File: config.mk
export PLATFORM = sky130hd
export DESIGN_NAME = weighted_burst_scheduler
export DESIGN_NICKNAME = d
export VERILOG_FILES = /design/src/rtl/wbs_pkg.sv /design/src/rtl/wbs_rr_pick.sv /design/src/rtl/weighted_burst_scheduler.sv
export SDC_FILE = /design/constraint.sdc
export NUM_CORES = 1
export LEC_CHECK = 0
export CAP_MARGIN = 20
export CORE_MARGIN = 1
export CORE_UTILIZATION = 45
export DETAILED_ROUTE_END_ITERATION = 6
export PLACE_DENSITY = 0.65
export SYNTH_ARGS = -nofsm -noshare
export SYNTH_HDL_FRONTEND = slang
export SYNTH_SLANG_ARGS = --single-unit
File: constraint.sdc
create_clock -name clk -period 3.05 [get_ports clk]
set_input_delay 0.61 -clock clk [delete_from_list [all_inputs] [get_ports clk]]
set_output_delay 0.61 -clock clk [all_outputs]
set_load 0.02 [all_outputs]
File: src/rtl/wbs_pkg.sv
// Shared types and defaults for the weighted burst scheduler.
package wbs_pkg;

  typedef enum logic [1:0] {IDLE, GRANT, REFILL} wbs_state_t;

  localparam int unsigned DEF_INIT_WEIGHT = 3;
  localparam int unsigned STATS_W         = 16;

endpackage

File: src/rtl/wbs_rr_pick.sv
// Round-robin picker: first set bit of eligible at or above ptr, wrapping.
module wbs_rr_pick #(
  parameter  int unsigned NUM_REQ = 4,
  localparam int unsigned IDX_W   = $clog2(NUM_REQ)
) (
  input  logic [NUM_REQ-1:0] eligible,
  input  logic [IDX_W-1:0]   ptr,
  output logic               found,
  output logic [IDX_W-1:0]   idx
);

  logic [2*NUM_REQ-1:0] doubled;
  logic [NUM_REQ-1:0]   window;
  int                   sum;

  always_comb begin
    doubled = {eligible, eligible};
    // window[j] corresponds to requester (ptr + j) mod NUM_REQ
    window  = doubled[ptr +: NUM_REQ];
    found   = |eligible;
    idx     = '0;
    sum     = 0;
    for (int j = NUM_REQ - 1; j >= 0; j--) begin
      if (window[j]) begin
        sum = int'(ptr) + j;
        if (sum >= int'(NUM_REQ)) begin
          sum = sum - int'(NUM_REQ);
        end
        idx = IDX_W'(sum);
      end
    end
  end

endmodule

File: src/rtl/weighted_burst_scheduler.sv
// Credit-weighted round-robin burst arbiter for one shared resource.
// Defining WBS_STATS_EN adds a saturating refill_cnt output.
module weighted_burst_scheduler
  import wbs_pkg::*;
#(
  parameter  int unsigned NUM_REQ     = 4,
  parameter  int unsigned WGT_W       = 4,
  parameter  int unsigned INIT_WEIGHT = DEF_INIT_WEIGHT,
  parameter  int unsigned MAX_HOLD    = 8,
  localparam int unsigned IDX_W       = $clog2(NUM_REQ),
  localparam int unsigned HOLD_W      = $clog2(MAX_HOLD + 1)
) (
  input  logic               clk,
  input  logic               rst,
  input  logic [NUM_REQ-1:0] req,
  output logic [NUM_REQ-1:0] gnt,
  output logic [IDX_W-1:0]   gnt_id,
  output logic               busy,
  input  logic               cfg_we,
  input  logic [IDX_W-1:0]   cfg_idx,
  input  logic [WGT_W-1:0]   cfg_wdata
`ifdef WBS_STATS_EN
  ,
  output logic [STATS_W-1:0] refill_cnt
`endif
);

  wbs_state_t         state;
  logic [IDX_W-1:0]   ptr;
  logic [HOLD_W-1:0]  hold_cnt;
  logic [WGT_W-1:0]   weight_cfg [NUM_REQ];
  logic [WGT_W-1:0]   credit     [NUM_REQ];
  logic [NUM_REQ-1:0] eligible;
  logic               pick_found;
  logic [IDX_W-1:0]   pick_idx;
  logic [IDX_W-1:0]   ptr_next;
  logic               hold_done;
  logic               refill_enter;

  always_comb begin
    eligible = '0;
    for (int i = 0; i < int'(NUM_REQ); i++) begin
      eligible[i] = req[i] && (credit[i] != '0);
    end
  end

  wbs_rr_pick #(
    .NUM_REQ (NUM_REQ)
  ) u_pick (
    .eligible (eligible),
    .ptr      (ptr),
    .found    (pick_found),
    .idx      (pick_idx)
  );

  assign ptr_next     = (32'(pick_idx) == NUM_REQ - 1) ? '0 : pick_idx + IDX_W'(1);
  assign hold_done    = (hold_cnt == HOLD_W'(MAX_HOLD)) || !req[gnt_id];
  assign refill_enter = (state == IDLE) && !pick_found && (req != '0);
  assign busy         = (state != IDLE);

  always_ff @(posedge clk) begin
    if (rst) begin
      state    <= IDLE;
      gnt      <= '0;
      gnt_id   <= '0;
      ptr      <= '0;
      hold_cnt <= '0;
      for (int i = 0; i < int'(NUM_REQ); i++) begin
        weight_cfg[i] <= WGT_W'(INIT_WEIGHT);
        credit[i]     <= WGT_W'(INIT_WEIGHT);
      end
    end else begin
      if (cfg_we && (32'(cfg_idx) < NUM_REQ)) begin
        weight_cfg[cfg_idx] <= cfg_wdata;
      end
      unique case (state)
        IDLE: begin
          if (pick_found) begin
            gnt              <= NUM_REQ'(1) << pick_idx;
            gnt_id           <= pick_idx;
            credit[pick_idx] <= credit[pick_idx] - WGT_W'(1);
            ptr              <= ptr_next;
            hold_cnt         <= HOLD_W'(1);
            state            <= GRANT;
          end else if (refill_enter) begin
            state <= REFILL;
          end
        end
        GRANT: begin
          // Dropping to IDLE forces one dead cycle before the next grant
          if (hold_done) begin
            gnt      <= '0;
            gnt_id   <= '0;
            hold_cnt <= '0;
            state    <= IDLE;
          end else begin
            hold_cnt <= hold_cnt + HOLD_W'(1);
          end
        end
        REFILL: begin
          // Reads weight_cfg before any same-edge config write lands
          for (int i = 0; i < int'(NUM_REQ); i++) begin
            credit[i] <= weight_cfg[i];
          end
          state <= IDLE;
        end
        default: state <= IDLE;
      endcase
    end
  end

`ifdef WBS_STATS_EN
  always_ff @(posedge clk) begin
    if (rst) begin
      refill_cnt <= '0;
    end else if (refill_enter && (refill_cnt != '1)) begin
      refill_cnt <= refill_cnt + STATS_W'(1);
    end
  end
`endif

endmodule
==> qor.yml <==
synthesis:
  synth_flop_cell: "edfxtp_1"
  yosysWarnings: 0
  yosysTopAreaCellShare_pct: 42.2
  synth_seq_cells: 46
  syn_avg_cell_area_um2: 11.0
  ys_seq_area_share_pct: 54.5
  yosys.area.top_type: "edfxtp_1"
  syn_nets: 227
  synth.area.top_cells: "edfxtp_1 (42%), dfxtp_1 (12%), nand2_1 (5.3%), mux2i_1 (4.4%), ha_1 (3.8%)"
  synthCells: 207
  synth_edf_count: 32
  syn_area_um2: 2280
  yosysUniqueCellTypes: 43
  async_flop_share_pct: 0
grt:
  gr-max-usage-layer: "met2"
  use_met1_pct: 28.6
  grt_pass1_vias: 1608
  grt_usage_pct: 20.8
  use_met2_pct: 32.0
  overflow: 0
  grt_pass1_wl_um: 8070
  met3_usage_pct: 4.14
  antenna_found_initial: 0
  grt_max_degree: 14
detailed_routing:
  wirelength_um: 4820
  drc_errors: 0
  ant_nets: 0
  drt_iter0_markers: 102
  num_vias: 1664
  viasPerCell: 5.32
  wl_per_cell_um: 15.4
  drtPass1Iterations: 4
die:
  die_w_um: 73.1
  die_area_um2: 5350
  die_h_um: 73.1
  boundaryPins: 20
  rows: 25
  initial_core_util_pct: 47.6
  core-area_um2: 4790
worst_setup_path:
  critPathMostFrequentCell: "nand2_1"
  worst-endpoint-arrival_ns: 2.90
  crit_family: "compound AO/OA/AOI/OAI gates"
  startpoint: "req[0]"
  worst-setup-path-type: "in -> reg"
  timing.critical_path.from_type: "input pin"
  critPathRequiredTime_ns: 3.08
  slowest_delay_ns: 0.54
  end_kind: "register"
  critPathMaxFanout: 5
  worst_path_max_delay_cell: "clkdlybuf4s50_1"
  timing.rr.start: "credit[0][1]$_DFFE_PP_"
  reg2reg_slack_ns: 0.21
  cp_num_buf_inv: 2
  path_cells: "clkdlybuf4s50_1, o41ai_4, o32ai_1, a311o_1, buf_4, mux2i_1, nand2_1, nand2_1, ha_1, xnor2_2, o21ai_0"
sta:
  max_slew.worst_pin.slew_ns: 0.921
  fmax_mhz: 348
  worst_slack_ns: 0.176
  fin_worst_hold_slack_ns: 0.447
  setup_viol: 0
  slew_headroom_pct: 38.2
  grt_setup_unrepaired: "no"
  hold_viol: 0
  clock_skew_ns: 0.00345
  finalCritPeriodShare_pct: 94.2
  maxSlewViolCount: 0
  setup_tns_ns: 0
  period_needed_ns: 2.87
final_layout:
  layout-drive-gt1-share_pct: 13.8
  ff_latch_area_um2: 1240
  finalNetCount: 265
  n_antenna_cell: 0
  fillers: 426
  areaGrowthSynthToFinish_pct: 22.2
  post-route-util_pct: 58.1
  final_cell_mix: "nand2_1 (32), edfxtp_1 (32), clkdlybuf4s50_1 (19)"
  multiInputGateArea_um2: 1000
clock_tree:
  cts_hold_buf: 0
  h-tree-depth: 2
  cts_max_path_buffers: 2
  clk_pin_slew_ns: 0.08
  clk_latency_ns: 0.29
  numCtsBuffers: 5
  clock-sinks: 46
  clockRootBuffer: "clkbuf_8"
  cts_tree: "yes"
placed_design:
  hpwl_um: 3730
  place.gp.congestion: 0.947
  port_buffers: 19
  dpl_worst_slack_ns: -0.193
min_path:
  holdCritPathClass: "reg -> reg"
  min_from: "gnt[0]$_SDFFE_PP0P_"
power_and_ir_drop:
  ir_drop_mv: 0.352
  p_per_area_nw_per_um2: 533
  total_power_mw: 1.48
  leakagePower_nw: 1.05
flow_run:
  cap_violations: 0
outcome:
  status: "completed"
per-stage QoR:
step | cells | area [um2]
after global routing | 313 | 2780
after global placement | 305 | 2650
after CTS | 313 | 2750
final | 313 | 2780
after detailed placement | 305 | 2650
after floorplan | 207 | 2280
logic make-up after synthesis:
logic type      synth area share (%)
simple gates                    18.5
buf+inv                         2.47
xor+xnor                       0.385
fa+ha+maj                       3.85
flops                           54.5
compound gates                  14.3
mux                             5.88
final timing paths:
check,endpoint,cells after the start
worst max-delay path,credit[0][2]$_DFFE_PP_,11
worst min register to register,gnt[0]$_SDFFE_PP0P_,2
worst min-delay path,gnt[0]$_SDFFE_PP0P_,2
worst max register to register,credit[0][2]$_DFFE_PP_,10
metal layers:
metal	routed length (um)	vias up
li1	-	840
met1	2250	780
met2	2280	35
met3	173	9
met4	113	0
met5	0	-
report_power, final:
group	internal [mW]	total (mW)	switching (mW)
sequential	0.719	0.756	0.0367
clock	0.245	0.436	0.191
combinational	0.138	0.290	0.152
state kept, by name, summed over array words and instances, names as in the netlist:
signal      cells
weight_cfg     16
credit         16
hold_cnt        4
ptr             2
gnt_id          2
state           2
gnt             4
tightest hold or removal path, delay by kind of cell, from the launching register on:
kind,cells,cell delay (ns)
flops,1,0.31
simple gates,2,0.10
timing repair:
action                                  CTS  global route
endpoints found under the setup margin    0             4
gates resized for setup                   0             3
setup buffers                             0             0
layout make-up:
class	instances	share of cell area (%)
clock buffer	7	2.75
clock inverter	1	1.08
inverter	9	1.22
multi-input combinational	148	36.1
sequential	46	44.6
tap	67	3.02
timing repair buffer	35	11.2
synthesized netlist by cell type, types with 3 or more instances:
master and n:
nor3b_1 3, a21oi_1 5, dfxtp_1 14, edfxtp_1 32, or3_1 3, clkbuf_1 3, mux2i_1 10, or2_2 4
o31ai_1 4, ha_1 7, o22a_1 4, and2_1 9, nand2_1 32, inv_1 8, nor2_1 12, o41ai_1 3
o21ai_0 7, a31oi_1 4, nand2b_1 10
Note: power is estimated with default switching activity, not from simulation.
==> edit 1 (same flow settings) <==
Encoding of `wbs_state_t`: now one-hot (3 bits for 3 states).
--- a/src/rtl/wbs_pkg.sv
+++ b/src/rtl/wbs_pkg.sv
@@ -3,3 +3,3 @@
 
-  typedef enum logic [1:0] {IDLE, GRANT, REFILL} wbs_state_t;
+  typedef enum logic [2:0] {IDLE = 3'b001, GRANT = 3'b010, REFILL = 3'b100} wbs_state_t;
 
Check against the original RTL: same outputs for any inputs over 10 cycles, from zero or initial values and one cycle with rst high; not proved beyond that.
==> edit 1 against the unedited design <==
Total power is 1.1% higher; wire length is 4.2% higher; worst setup slack worse by 0.064 ns; fmax is 2.2% lower; sequential cell count is 1 higher; design area is 1.8% higher; highest routed layer unchanged; global-route usage is 0.12 points higher; area after synthesis is 3.4% higher; count of clock-buffer cells in the layout stayed put; worst hold slack worse by 0.0042 ns; clock power is 19% lower.
==> edit 1: results (changes against the unedited design) <==
### Route
• post-route met1 wirelength: 2280 um, was 2250 um
• total met3 wirelength after detailed routing: 291 um, was 173 um
• count of vias placed by the detailed router: 1744, was 1664
• DRC violation total after the first TritonRoute iteration: 85, was 102
• routed length on met2: 2270 um, was 2280 um

### Placed design
• HPWL reported at the end of detailed placement: 3930 um, was 3730 um
• gp weighted congestion: 0.882, was 0.947
• setup slack after placement: -0.279 ns, was -0.193 ns

### Power and ir drop
• peak supply drop: 0.000303 V, was 0.000352 V
• Static Leakage: 1.05 nW, about the same
• power of the clock network: 0.000351 W, was 0.000436 W

### Global route
• met1 track utilization from global routing: 27.6%, was 28.6%
• met3 track demand over resource: 4.61%, was 4.14%
• total global routing track utilization: 20.9%, was 20.8%
• wire length of the first global-routing pass: 8360 um, was 8070 um

### Cells and area
• sequential fraction of total cell area: 44.5%, was 44.6%
• clk cell area share: 2.87%, was 3.83%
• fillcell total: 424, was 426
• Non-clock buffer share: 11.5%, was 11.2%
• fraction of final layout cells sized beyond drive strength 1: 16.3%, was 13.8%

### Synth
• commonest cells in the netlist: nand2_1, edfxtp_1, dfxtp_1, was edfxtp_1, nand2_1, dfxtp_1, nor2_1
• portion of the post-synthesis area used by sequential elements: 53.6%, was 54.5%

### Setup path
• kind of cell adding the most delay to the critical path: buffers and inverters, was compound AO/OA/AOI/OAI gates
• endpoint arrival time on the critical path: 2.97 ns, was 2.90 ns
• worst r2r dst: credit[1][2], was credit[0][2]

### STA
• Max Clock Skew: 0.00820 ns, was 0.00345 ns

### Status
• run status: finished clean, unchanged

==> edit 1: how the worst max path moves through the flow <==
stage / start / endpoint / slack [ns] / depth (start not counted)
after floorplan: credit[0][1] / credit[1][2] / 0.30 / 10
after global placement: req[2] / credit[2][2] / -0.20 / 11
after detailed placement: req[2] / credit[1][2] / -0.28 / 10
after CTS: req[2] / credit[1][2] / 0.01 / 10
after global routing: req[2] / credit[3][2] / 0.01 / 11
final: req[2] / credit[1][2] / 0.11 / 11
==> edit 1: tightest hold or removal path, stage by stage (launching register included) <==
cell	delay, ns
dfxtp_1	0.31
nand2_1	0.05
nand2_1	0.04
==> edit 1: cells by family after synthesis <==
logic type               count (synthesis)  synth area share (%)
XOR/XNOR                                 1                 0.372
multiplexers                            12                  5.69
buffers and inverters                   12                  2.23
adder cells (fa/ha/maj)                  7                  3.72
flip-flops                              47                  53.6
AND/OR/NAND/NOR                         89                  18.7
AO/OA/AOI/OAI                           48                  15.7
==> edit 2 (same settings) <==
Made on the original files. Change the parameter `MAX_HOLD` from 8 to 4.
--- a/src/rtl/weighted_burst_scheduler.sv
+++ b/src/rtl/weighted_burst_scheduler.sv
@@ -8,3 +8,3 @@
   parameter  int unsigned INIT_WEIGHT = DEF_INIT_WEIGHT,
-  parameter  int unsigned MAX_HOLD    = 8,
+  parameter  int unsigned MAX_HOLD    = 4,
   localparam int unsigned IDX_W       = $clog2(NUM_REQ),
Function: changed (Yosys sat finds a counterexample within 10 cycles, from zero or initial values and one cycle with rst high).
==> edit 2 against the unedited design <==
Total power decreased by 5.2%; design area decreased by 2.3%; sequential cell count decreased by 1; wire length increased by 1.3%; area after synthesis decreased by 0.71%; clock skew increased by 0.0024 ns; register-to-register slack improved by 0.08 ns; worst setup slack improved by 0.0029 ns.
==> edit 2: results (changes against the unedited design) <==
### STA
• Max Clock Skew: 0.00588 ns, was 0.00345 ns
• transition at the pin with the smallest max-transition slack: 0.861 ns, was 0.921 ns
• Min Hold Slack: 0.449 ns, was 0.447 ns

### Status
• run status: finished clean, unchanged

### Clock network
• number of resized instances in the post-cts repair step: 0, unchanged
• clock network latency to the later pin of the worst-skew pair: 0.29 ns, about the same
• number of H-tree branching levels: 2, unchanged
• clock-pin slew on the worst setup and hold paths: 0.08 ns, about the same
• maximum clock insertion buffer count: 2, unchanged

### Synth
• number of library cell types mapped by synthesis: 44, was 43
• commonest cells in the netlist: edfxtp_1, nand2_1, dfxtp_1, nor2_1, nand2b_1, was edfxtp_1, nand2_1, dfxtp_1, nor2_1
• Area contributors post-synth: edfxtp_1, dfxtp_1, nand2_1, mux2i_1, ha_1, unchanged
• number of enable flip-flop cells after synthesis: 32, unchanged
• syn_nets: 221, was 227
• synthesis warning total: 0, unchanged
• portion of the post-synthesis area used by sequential elements: 54.0%, was 54.5%

### Global route
• met3 track demand over resource: 4.28%, was 4.14%
• maximum number of pins on one net before global-route repair: 14, unchanged
• GR Layer Usage met2: 33.5%, was 32.0%
• total global routing track utilization: 21.1%, was 20.8%
• met1 track utilization from global routing: 27.0%, was 28.6%
• wire length of the first global-routing pass: 8020 um, was 8070 um
• number of antenna violations at the first check in global routing: 0, unchanged

### Route
• total met3 wirelength after detailed routing: 169 um, was 173 um
• post-route met1 wirelength: 2190 um, was 2250 um
• Max Used Layer: met4, unchanged
• routed length on met2: 2370 um, was 2280 um
• average wire length per cell after detail routing: 16.0 um, was 15.4 um
• DRC violation total after the first TritonRoute iteration: 61, was 102
• via density per instance: 5.29, was 5.32

### Placed design
• HPWL reported at the end of detailed placement: 3850 um, was 3730 um
• gp weighted congestion: 0.848, was 0.947
• setup slack after placement: -0.0934 ns, was -0.193 ns
• post-place instance area: 2620 um2, was 2650 um2
• number of buffers added on ports: 19, unchanged

### Setup path
• Slowest cell on crit path: clkdlybuf4s50_1, unchanged
• maximum fanout count along the critical path: 6, was 5
• setup slack of the worst register-to-register path: 0.29 ns, was 0.21 ns
• depth of the worst register-to-register path: 10, unchanged
• kind of cell adding the most delay to the critical path: buffers and inverters, was compound AO/OA/AOI/OAI gates
• worst r2r dst: credit[1][2], was credit[0][2]
• launch instance of the worst register-to-register path: credit[0][1], unchanged
• endpoint arrival time on the critical path: 2.92 ns, was 2.90 ns

### Cells and area
• top flop regs: credit: 16 flops, weight_cfg: 16 flops, gnt: 4 flops, was credit: 16 flops, weight_cfg: 16 flops
• fraction of final layout cells sized beyond drive strength 1: 15.1%, was 13.8%
• final antenna diode count: 0, unchanged
• total number of nets in the final design: 258, was 265

### Power and ir drop
• Static Leakage: 1.03 nW, was 1.05 nW
• peak supply drop: 0.000378 V, was 0.000352 V

### Worst hold path
• worst min-delay path category: reg2reg, unchanged
• Hold Crit Start: gnt[1], was gnt[0]
• hold endpoint: gnt[1], was gnt[0]
• number of cells traversed by the worst hold path: 2, unchanged

### Flow run
• total of max-cap violations: 0, unchanged

## edit 2: worst max-delay path by stage
stage | startpoint | to | slack [ns] | depth (start not counted)
2_1_floorplan | credit[0][1] | credit[1][2] | 0.44 | 10
3_3_place_gp | req[3] | credit[1][2] | -0.008 | 11
3_5_place_dp | req[3] | credit[1][2] | -0.09 | 11
4_1_cts | req[3] | credit[1][2] | 0.21 | 11
5_1_grt | req[3] | credit[1][3] | 0.10 | 10
6_report | req[3] | credit[1][2] | 0.18 | 11
## edit 2: through the flow
stage | instances | TNS [ns] | total power (W)
3_3_place_gp | 298 | -0.0138 | 0.00104
4_1_cts | 306 | 0 | 0.00141
5_1_grt | 306 | 0 | 0.00147
2_1_floorplan | 201 | 0 | 0.000925
6_report | 306 | 0 | 0.00140
3_5_place_dp | 298 | -0.447 | 0.00105
## edit 2: layout make-up
cell class | instances | area (um2)
fillers | 420 | 2070
flip-flops and latches | 45 | 1220
inverters | 7 | 26.3
clock buffers | 6 | 82.6
well taps | 67 | 83.8
repair buffers | 34 | 303
multi-input cells | 145 | 990
clock inverters | 2 | 8.76
## edit 2: cells by family (layout without fill, tap and decap cells)
kind of cell / count (synthesis) / after routing / synth area share, %
and+or+nand+nor: 83 / 83 / 18.3
DFF: 45 / 45 / 54.0
AOI/OAI and AO/OA: 42 / 42 / 14.8
muxes: 12 / 12 / 6.09
buffers and inverters: 11 / 49 / 2.16
adders and majority gates: 7 / 7 / 3.88
xor gates and xnor gates: 1 / 1 / 0.720
## edit 2: power breakdown
group,switching (W),total [W],internal (W)
Sequential,0.0000352,0.000741,0.000706
Clock,0.000190,0.000369,0.000179
Combinational,0.000156,0.000294,0.000137
